===== src/rtl/pic_pkg.sv =====
// Shared types and constants for the interrupt-service sequencer.
package pic_pkg;

  localparam int unsigned NUM_IR = 8;
  localparam int unsigned LVL_W  = 3;
  localparam logic [LVL_W-1:0] SPURIOUS_LVL = 3'd7;

  typedef enum logic [1:0] {
    IDLE,
    ACK1,
    ACK2,
    DRIVE
  } pic_state_e;

  function automatic logic [NUM_IR-1:0] lvl_onehot(input logic [LVL_W-1:0] lvl);
    return NUM_IR'(1) << lvl;
  endfunction

endpackage


===== src/rtl/pic_prio_resolver.sv =====
// Fixed-priority (IR0 highest) request resolver with fully nested ISR blocking.
module pic_prio_resolver
  import pic_pkg::*;
(
  input  logic [NUM_IR-1:0] irr,
  input  logic [NUM_IR-1:0] imr,
  input  logic [NUM_IR-1:0] isr,
  output logic              req_valid,
  output logic [LVL_W-1:0]  req_lvl,
  output logic [LVL_W-1:0]  isr_top
);

  logic [NUM_IR-1:0] pending;
  logic              req_found;
  logic              isr_found;

  always_comb begin
    pending   = irr & ~imr;
    req_found = 1'b0;
    req_lvl   = '0;
    isr_found = 1'b0;
    isr_top   = '0;
    for (int unsigned i = 0; i < NUM_IR; i++) begin
      if (pending[i] && !req_found) begin
        req_found = 1'b1;
        req_lvl   = LVL_W'(i);
      end
      if (isr[i] && !isr_found) begin
        isr_found = 1'b1;
        isr_top   = LVL_W'(i);
      end
    end
    // A request must outrank everything already in service.
    req_valid = req_found && (!isr_found || (req_lvl < isr_top));
  end

endmodule


===== src/rtl/pic_irq_sequencer.sv =====
// IRR/ISR ownership, priority resolution and two-pulse INTA vector handshake.
module pic_irq_sequencer
  import pic_pkg::*;
#(
  parameter int unsigned NUM_IR = 8
) (
  input  logic              clk,
  input  logic              rst_n,
  input  logic [NUM_IR-1:0] ir,
  input  logic              inta_n,
  input  logic [4:0]        vec_base,
  input  logic              ltim,
  input  logic              aeoi,
  input  logic [NUM_IR-1:0] imr,
  input  logic              eoi_stb,
  input  logic              eoi_spec,
  input  logic [2:0]        eoi_lvl,
  output logic              int_out,
  output logic [7:0]        vector,
  output logic              drive_en,
  output logic [NUM_IR-1:0] irr,
  output logic [NUM_IR-1:0] isr
);

  pic_state_e        state, state_next;
  logic [NUM_IR-1:0] ir_prev;
  logic              inta_prev;
  logic [2:0]        lvl_q, lvl_next;
  logic              lvl_real_q, lvl_real_next;
  logic [NUM_IR-1:0] irr_next, isr_next;
  logic [7:0]        vector_next;
  logic              int_out_next, drive_en_next;

  logic              inta_fall;
  logic              ack_take;
  logic              ack_vec;
  logic              req_valid;
  logic [2:0]        req_lvl;
  logic [2:0]        isr_top;
  logic [NUM_IR-1:0] ack_set;
  logic [NUM_IR-1:0] aeoi_clr;
  logic [NUM_IR-1:0] eoi_clr;
  logic [NUM_IR-1:0] ir_rise;

  pic_prio_resolver u_prio (
    .irr       (irr),
    .imr       (imr),
    .isr       (isr),
    .req_valid (req_valid),
    .req_lvl   (req_lvl),
    .isr_top   (isr_top)
  );

  assign inta_fall = inta_prev & ~inta_n;
  assign ir_rise   = ir & ~ir_prev;

  always_comb begin
    state_next = state;
    ack_take   = 1'b0;
    ack_vec    = 1'b0;
    case (state)
      IDLE: begin
        if (inta_fall) begin
          state_next = ACK1;
          ack_take   = 1'b1;
        end
      end
      ACK1: begin
        if (inta_fall) begin
          state_next = ACK2;
          ack_vec    = 1'b1;
        end
      end
      ACK2:    state_next = DRIVE;
      DRIVE: begin
        if (inta_n) state_next = IDLE;
      end
      default: state_next = IDLE;
    endcase
  end

  always_comb begin
    lvl_next      = lvl_q;
    lvl_real_next = lvl_real_q;
    ack_set       = '0;
    aeoi_clr      = '0;
    eoi_clr       = '0;

    if (ack_take) begin
      lvl_next      = req_valid ? req_lvl : SPURIOUS_LVL;
      lvl_real_next = req_valid;
      if (req_valid) ack_set = lvl_onehot(req_lvl);
    end

    // A spurious acknowledge never set an ISR bit, so AEOI has nothing to clear.
    if (ack_vec && aeoi && lvl_real_q) aeoi_clr = lvl_onehot(lvl_q);

    if (eoi_stb) begin
      if (eoi_spec)    eoi_clr = lvl_onehot(eoi_lvl);
      else if (|isr)   eoi_clr = lvl_onehot(isr_top);
    end

    isr_next = (isr & ~eoi_clr & ~aeoi_clr) | ack_set;

    // Edge mode: a bit survives only while its line stays high; ack clear wins.
    if (ltim) irr_next = ir;
    else      irr_next = (irr | ir_rise) & ir & ~ack_set;

    int_out_next  = (state == IDLE) && !inta_fall && req_valid;
    drive_en_next = (state_next == ACK2) || (state_next == DRIVE);
    vector_next   = ack_vec ? {vec_base, lvl_q} : vector;
  end

  always_ff @(posedge clk or negedge rst_n) begin
    if (!rst_n) begin
      state      <= IDLE;
      ir_prev    <= '1;
      inta_prev  <= 1'b1;
      lvl_q      <= '0;
      lvl_real_q <= 1'b0;
      irr        <= '0;
      isr        <= '0;
      int_out    <= 1'b0;
      drive_en   <= 1'b0;
      vector     <= '0;
    end else begin
      state      <= state_next;
      ir_prev    <= ir;
      inta_prev  <= inta_n;
      lvl_q      <= lvl_next;
      lvl_real_q <= lvl_real_next;
      irr        <= irr_next;
      isr        <= isr_next;
      int_out    <= int_out_next;
      drive_en   <= drive_en_next;
      vector     <= vector_next;
    end
  end

endmodule


===== config.mk =====
export PLATFORM = sky130hd
export DESIGN_NAME = pic_irq_sequencer
export DESIGN_NICKNAME = d
export VERILOG_FILES = /design/src/rtl/pic_pkg.sv /design/src/rtl/pic_prio_resolver.sv /design/src/rtl/pic_irq_sequencer.sv
export SDC_FILE = /design/constraint.sdc
export NUM_CORES = 1
export LEC_CHECK = 0
export CAP_MARGIN = 20
export CORE_ASPECT_RATIO = 0.6
export CORE_UTILIZATION = 35
export CTS_BUF_LIST = sky130_fd_sc_hd__clkbuf_8
export DETAILED_ROUTE_END_ITERATION = 10
export HOLD_SLACK_MARGIN = 0.1
export PLACE_DENSITY = 0.67
export REMOVE_ABC_BUFFERS = 1
export SLEW_MARGIN = 15
export SYNTH_ARGS = -nofsm -noshare
export SYNTH_HDL_FRONTEND = slang
export SYNTH_HIERARCHICAL = 1
export SYNTH_SLANG_ARGS = --single-unit

===== constraint.sdc =====
create_clock -name clk -period 2.87 [get_ports clk]
set_input_delay 0.574 -clock clk [delete_from_list [all_inputs] [get_ports clk]]
set_output_delay 0.574 -clock clk [all_outputs]
set_load 0.03 [all_outputs]

### Word-level counts from Yosys, hierarchy flattened

Index checks and enable logic that the tools add are counted.

| word-level totals | value |
|---|---|
| logic and storage cells | 119 |
| input port bits | 31 |
| bits in registers | 41 |

| operators by class | value |
|---|---|
| muxes and demuxes | 45 |
| magnitude comparators | 1 |
| shift-type cells | 4 |
| equality and inequality tests | 5 |
| reduce and logical (&&, ||, !) cells | 39 |
| bitwise logic cells | 15 |

Operators with widths:

| kind | number |
|---|---|
| two-way mux 8 bit | 7 |
| AND 8 bit | 6 |
| inverter 8 bit | 5 |
| << shifter 1 x 3 -> 8 bit (first input constant) | 4 |
| two-way mux 3 bit | 9 |
| two-way mux 1 bit | 21 |
| logical AND 1 bit | 19 |
| logical NOT 1 bit | 16 |
| bitwise OR 8 bit | 2 |
| two-way mux 2 bit | 7 |
| == test 2 bit (second input constant) | 4 |
| one-hot mux 2 bit (4 select lines) | 1 |
| OR reduction 8 bit | 1 |
| < comparator 3 bit | 1 |
| == test 2 x 1 -> 1 bit (second input constant) | 1 |
| logical NOT 2 bit | 1 |
| logical OR 1 bit | 2 |
| AND 1 bit | 1 |
| inverter 1 bit | 1 |

### Longest topological paths before layout

Gate-level depths: netlist of run 1.

| logic depth | value |
|---|---|
| word-level depth | 32 |
| mapped depth | 10 |
| depth with buffers taken out | 10 |

### Hierarchy

The synthesis of run 1 kept the hierarchy.

By module, submodules not included:

| module | area each (µm²) | cells an instance | sequential area each (µm²) | times used |
|---|---|---|---|---|
| pic_irq_sequencer | 1,913.1 | 179 | 1,037.2 | 1 |
| pic_prio_resolver | 341.6 | 44 | 0.0 | 1 |

### Worst setup path before layout of run 1

No wires, ideal clock.

| timing path | value |
|---|---|
| path kind | register to register |
| start | register irr[4] |
| end | register irr[0] |
| data required time | 2.751 ns |
| setup slack | -0.244 ns |
| buffers on the path | 0 |
| library setup time | 0.119 ns |
| stages on the path, launching flop included | 11 |
| data arrival time | 2.995 ns |
| period minus slack after synthesis | 3.114 ns |
| cell sequence | dfrtp_1 nor2b_2 or4bb_1 nor2b_1 ha_1 a21oi_1 o221ai_2 o211ai_2 nor3b_1 a32oi_1 o21a_1 |

| between the ends | value |
|---|---|
| word-level cells in the longest chain between the ends | 20 |
| elaborated cells on any way between the ends | 25 |
| classes of those cells | order compare: 1; shift: 1; mux: 11; bitwise: 3; reduce/logical: 9 |

RTL lines:

| element | line | text |
|---|---|---|
| from (decl) | pic_irq_sequencer.sv:21 | `output logic [NUM_IR-1:0] irr,` |
| from (signal assigned) | pic_irq_sequencer.sv:132 | `irr <= irr_next;` |
| AND 8 bit * | pic_prio_resolver.sv:18 | `pending = irr & ~imr;` |
| logical AND 1 bit * | pic_prio_resolver.sv:24 | `if (pending[i] && !req_found) begin` |
| two-way mux 1 bit | pic_prio_resolver.sv:24 |  |
| logical NOT 1 bit | pic_prio_resolver.sv:24 |  |
| logical AND 1 bit | pic_prio_resolver.sv:24 |  |
| two-way mux 1 bit | pic_prio_resolver.sv:24 |  |
| logical NOT 1 bit | pic_prio_resolver.sv:24 |  |
| logical AND 1 bit | pic_prio_resolver.sv:24 |  |
| [... 4 more ...] | n/a |  |
| via req_lvl[2] | pic_irq_sequencer.sv:38 | `logic [2:0] req_lvl;` |
| [... 2 more ...] | n/a |  |
| logical AND 1 bit * | pic_prio_resolver.sv:34 | `req_valid = req_found && (!isr_found \|\| (req_lvl < isr_top));` |
| via req_valid | pic_irq_sequencer.sv:37 | `logic req_valid;` |
| two-way mux 8 bit * | pic_irq_sequencer.sv:92 | `if (req_valid) ack_set = lvl_onehot(req_lvl);` |
| two-way mux 8 bit * | pic_irq_sequencer.sv:89 | `if (ack_take) begin` |
| inverter 8 bit * | pic_irq_sequencer.sv:107 | `else irr_next = (irr \| ir_rise) & ir & ~ack_set;` |
| AND 8 bit * | pic_irq_sequencer.sv:107 |  |
| two-way mux 8 bit * | pic_irq_sequencer.sv:106 | `if (ltim) irr_next = ir;` |
| via irr_next[0] | pic_irq_sequencer.sv:30 | `logic [NUM_IR-1:0] irr_next, isr_next;` |

Mark *: on every way through the listed nets, which the timed path passes. The rest lies on a longest branch.
A chain may end at the register's enable or synchronous reset.

### Worst setup path after layout of run 1

| timing path | value |
|---|---|
| start | input imr[7] |
| end | register irr[0] |

| between the ends | value |
|---|---|
| word-level cells in the longest chain between the ends | 12 |
| elaborated cells on any way between the ends | 14 |
| classes of those cells | order compare: 1; shift: 1; mux: 5; bitwise: 4; reduce/logical: 3 |

RTL lines:

| element | line | text |
|---|---|---|
| from (decl) | pic_irq_sequencer.sv:14 | `input logic [NUM_IR-1:0] imr,` |
| inverter 8 bit | pic_prio_resolver.sv:18 |  |
| AND 8 bit | pic_prio_resolver.sv:18 |  |
| logical AND 1 bit | pic_prio_resolver.sv:24 |  |
| two-way mux 3 bit | pic_prio_resolver.sv:24 |  |
| via req_lvl[2] | pic_irq_sequencer.sv:38 |  |
| < comparator 3 bit | pic_prio_resolver.sv:34 |  |
| logical OR 1 bit | pic_prio_resolver.sv:34 |  |
| logical AND 1 bit | pic_prio_resolver.sv:34 |  |
| via req_valid | pic_irq_sequencer.sv:37 |  |
| two-way mux 8 bit | pic_irq_sequencer.sv:92 |  |
| two-way mux 8 bit | pic_irq_sequencer.sv:89 |  |
| inverter 8 bit | pic_irq_sequencer.sv:107 |  |
| AND 8 bit | pic_irq_sequencer.sv:107 |  |
| two-way mux 8 bit | pic_irq_sequencer.sv:106 |  |
| via irr_next[0] | pic_irq_sequencer.sv:30 |  |

The timed path passes the listed nets, and every way through them passes these cells.

==> impl_metrics.csv, run 1 <==
group,metric,value,unit
power,ir_drop,0.438,mV
placement,dp_slack,-0.644,ns
power,switching_share,0.426,
grt,first_global_vias,2090,
power,p_clk_frac,0.120,
final_layout,final_cells,401,
synth,synth_edf_count,0,
final_layout,seqCellArea,0.00104,mm²
worst_setup_path,cp-start-kind,"input port",
job,drv_cap,0,
power,leakagePower,1.43,nW
sta,drv_slew,0,
worst_setup_path,r2r_start,"irr[7]",
worst_setup_path,r2r_slack,0.11,ns
power,combPwrFrac,0.589,
final_layout,layout_commonest_cell,"clkdlybuf4s50_1",
synth,synth_xor_area_frac,0,
floorplanning,core,0.00617,mm²
clock_network,htreeDepth,2,
routing,drtIter0Drc,160,
final_layout,drive_above_1_share,0.268,
routing,drt_pass1_iterations,5,
sta,slew_headroom,0.403,
worst_setup_path,critPathRequiredTime,3.06,ns
routing,drcViolationCount,0,
worst_setup_path,path_class,"in2reg",
clock_network,clk_latency,0.29,ns
synth,muxShareOfSynthArea,0.00499,
synth,synthTopCellsByArea,"dfrtp_1, dfstp_2, nand2_1",
final_layout,multiInputGateArea,0.00118,mm²
placement,io_buffers,56,
sta,clock.fmax,0.359,GHz
grt,grt_overflow,0,
grt,antenna_found_initial,0,
sta,worst_pin_slew,0.895,ns
worst_setup_path,worstRegToRegCells,11,
sta,fin_crit,2.79,ns
power,p_int,1.71,mW
synth,synth_ff_type,"dfrtp_1",
power,p_sw,1.27,mW
worst_setup_path,cp.arrival,2.98,ns
floorplanning,die_x,106,µm
final_layout,final_cell_mix,"clkdlybuf4s50_1, buf_4, dfrtp_1",
sta,finalSetupViolCount,0,
routing,wl_per_cell,15.1,µm
sta,hold_viol,0,
synth,syn_avg_cell_area,10.1,µm²
floorplanning,std_cell_rows,22,
synth,synth_cell_types,53,
synth,synth_top_family_by_area,"simple AND/OR/NAND/NOR gates",
synth,synth_top_area_frac,0.355,
power,p_seq_frac,0.291,
power,powerDensity,901,mW/mm²
synth,synth-compound-area-share,0.209,
synth,synthArstFlopShare,1.00,
clock_network,path_clk_slew,0.08,ns
clock_network,cts_buffers,5,
routing,wirelength,6060,µm
floorplanning,io_pins,57,
final_layout,num_antenna_cells,0,
routing,viasPerCell,5.29,
placement,place.gp.congestion,0.916,
synth,ys_warn_count,6,
routing,vias,2121,
power,p_total,2.98,mW
floorplanning,dieArea,0.00678,mm²
worst_setup_path,crit_fanout,3,
synth,synth-seq-area-share,0.460,
clock_network,cts-root-buf,"clkbuf_8",
clock_network,clockBufferDepth,2,
worst_setup_path,timing.rr.end,"irr[0]",
final_layout,nFillCells,579,
synth,syn_inst,223,
synth,synthAdderAreaFrac,0.0111,
synth,yosys.area_share.simple,0.265,
grt,grt_max_degree,42,
grt,grtUsageTotal,0.195,
clock_network,clock_sinks,41,
grt,grt_pass1_wl,10400,µm
routing,ant_nets,0,
synth,netlist_area,0.00225,mm²
clock_network,hold_buffers,0,
status,status,"complete, no violations",
hold_path,min_path_type,"in2async",
final_layout,fin_nets,349,
placement,dp_hpwl,4680,µm
worst_setup_path,endpoint_kind,"register",
floorplanning,initial_core_util,0.366,
sta,skew,0.00538,ns
synth,synth.ff_latch_count,41,
synth,yosysTopAreaCell,"dfrtp_1",
placement,dp_cells,391,
floorplanning,die_h,64.2,µm
clock_network,cts_tree,"yes",
final_layout,area_growth,46.7,%
sta,setup_ws,0.0815,ns
sta,rsz0062_at_grt,"no",
sta,min_period_over_period,0.972,
==> critical path, cell delays in order <==
cell and delay (ns):
clkdlybuf4s15_1 0.19, or2b_4 0.12, or4bb_4 0.53, nor2b_4 0.16
ha_4 0.25, a21oi_4 0.15, o221ai_2 0.11, o211ai_2 0.22
nor3b_2 0.23, buf_4 0.16, a32oi_2 0.11, o21a_1 0.18
==> worst max-delay path by stage <==
stage	start	to	slack [ns]	depth (start not counted)
2_1_floorplan	imr[7]	irr[2]	-0.48	10
3_3_place_gp	imr[6]	irr[0]	-0.61	12
3_5_place_dp	imr[6]	irr[0]	-0.64	12
4_1_cts	imr[0]	irr[0]	0.02	12
5_1_grt	imr[7]	irr[0]	0.002	12
6_report	imr[7]	irr[0]	0.08	12
==> layout make-up <==
class / instances / share of cell area
inverter: 17 / 0.0193
sequential: 41 / 0.314
clock buffer: 5 / 0.0208
timing repair buffer: 93 / 0.253
tap: 84 / 0.0318
clock inverter: 3 / 0.00416
multi-input combinational: 158 / 0.358
==> metal layers <==
metal / global-route usage / vias up / routed length, µm / share of wire
met4: 0.0503 / 0 / 65 / 0.011
li1: - / 1015 / - / -
met2: 0.267 / 84 / 2330 / 0.38
met1: 0.298 / 1013 / 3210 / 0.53
met5: 0 / - / 0 / 0
met3: 0.0520 / 9 / 461 / 0.076
==> flip-flops by register name, indices dropped and copies added (netlist names) <==
| signal | count |
|---|---|
| state | 2 |
| vector | 8 |
| ir_prev | 8 |
| lvl_real_q | 1 |
| inta_prev | 1 |
| lvl_q | 3 |
| isr | 8 |
| int_out | 1 |
| irr | 8 |
| drive_en | 1 |
==> what timing repair did <==
item,4_1_cts,5_1_grt
buffers inserted,0,2
pin swaps,10,7
gates resized for setup,16,11
endpoints found under the setup margin,20,15
endpoints found under the hold margin,0,0
==> power by group through the flow <==
| stage | registers, mW | clock network [mW] | logic, mW |
|---|---|---|---|
| after detailed placement | 0.876 | 0 | 1.66 |
| after global routing | 0.894 | 0.394 | 1.90 |
| after CTS | 0.868 | 0.364 | 1.72 |
| after floorplan | 1.14 | 0 | 0.660 |
| final | 0.867 | 0.356 | 1.76 |
| after global placement | 0.874 | 0 | 1.63 |
==> synthesized netlist by cell type, types with 4 or more instances <==
cell      number
and3_1         4
dfstp_2        9
a21oi_1        4
nand2b_1       6
nor3_1         7
inv_1         16
a211oi_1       8
nand3_1        9
o21ai_0       10
a32oi_1        8
nand2_1       27
a31oi_1        4
nor2_1         6
dfrtp_1       32
o31ai_1       11
o21a_1         8
==> per-stage QoR <==
step                      utilization  hold WS (ns)  instance area (µm²)  TNS, ns
after floorplan                     -         0.278                 2210    -4.56
after global placement          0.508         0.457                 3130    -9.05
after detailed placement        0.508         0.461                 3130   -10.50
after CTS                       0.529         0.433                 3260        0
after global routing            0.536         0.480                 3310        0
final                           0.536         0.400                 3310        0
==> logic make-up after synthesis <==
kind of cell               after synthesis
muxes                                    1
adders and majority gates                2
DFF                                     41
and+or+nand+nor                         92
buffers and inverters                   24
AOI/OAI and AO/OA                       63
Note: power is estimated with default switching activity, not from simulation.
==> inputs of run 2 (changes only) <==
--- a/config.mk
+++ b/config.mk
@@ -10,10 +10,8 @@
 export CORE_UTILIZATION = 35
 export CTS_BUF_LIST = sky130_fd_sc_hd__clkbuf_8
 export DETAILED_ROUTE_END_ITERATION = 10
-export HOLD_SLACK_MARGIN = 0.1
 export PLACE_DENSITY = 0.67
 export REMOVE_ABC_BUFFERS = 1
-export SLEW_MARGIN = 15
 export SYNTH_ARGS = -nofsm -noshare
 export SYNTH_HDL_FRONTEND = slang
 export SYNTH_HIERARCHICAL = 1
==> results of run 2 <==
Same layout as run 1: the final DEF is identical, and so are final timing and power.
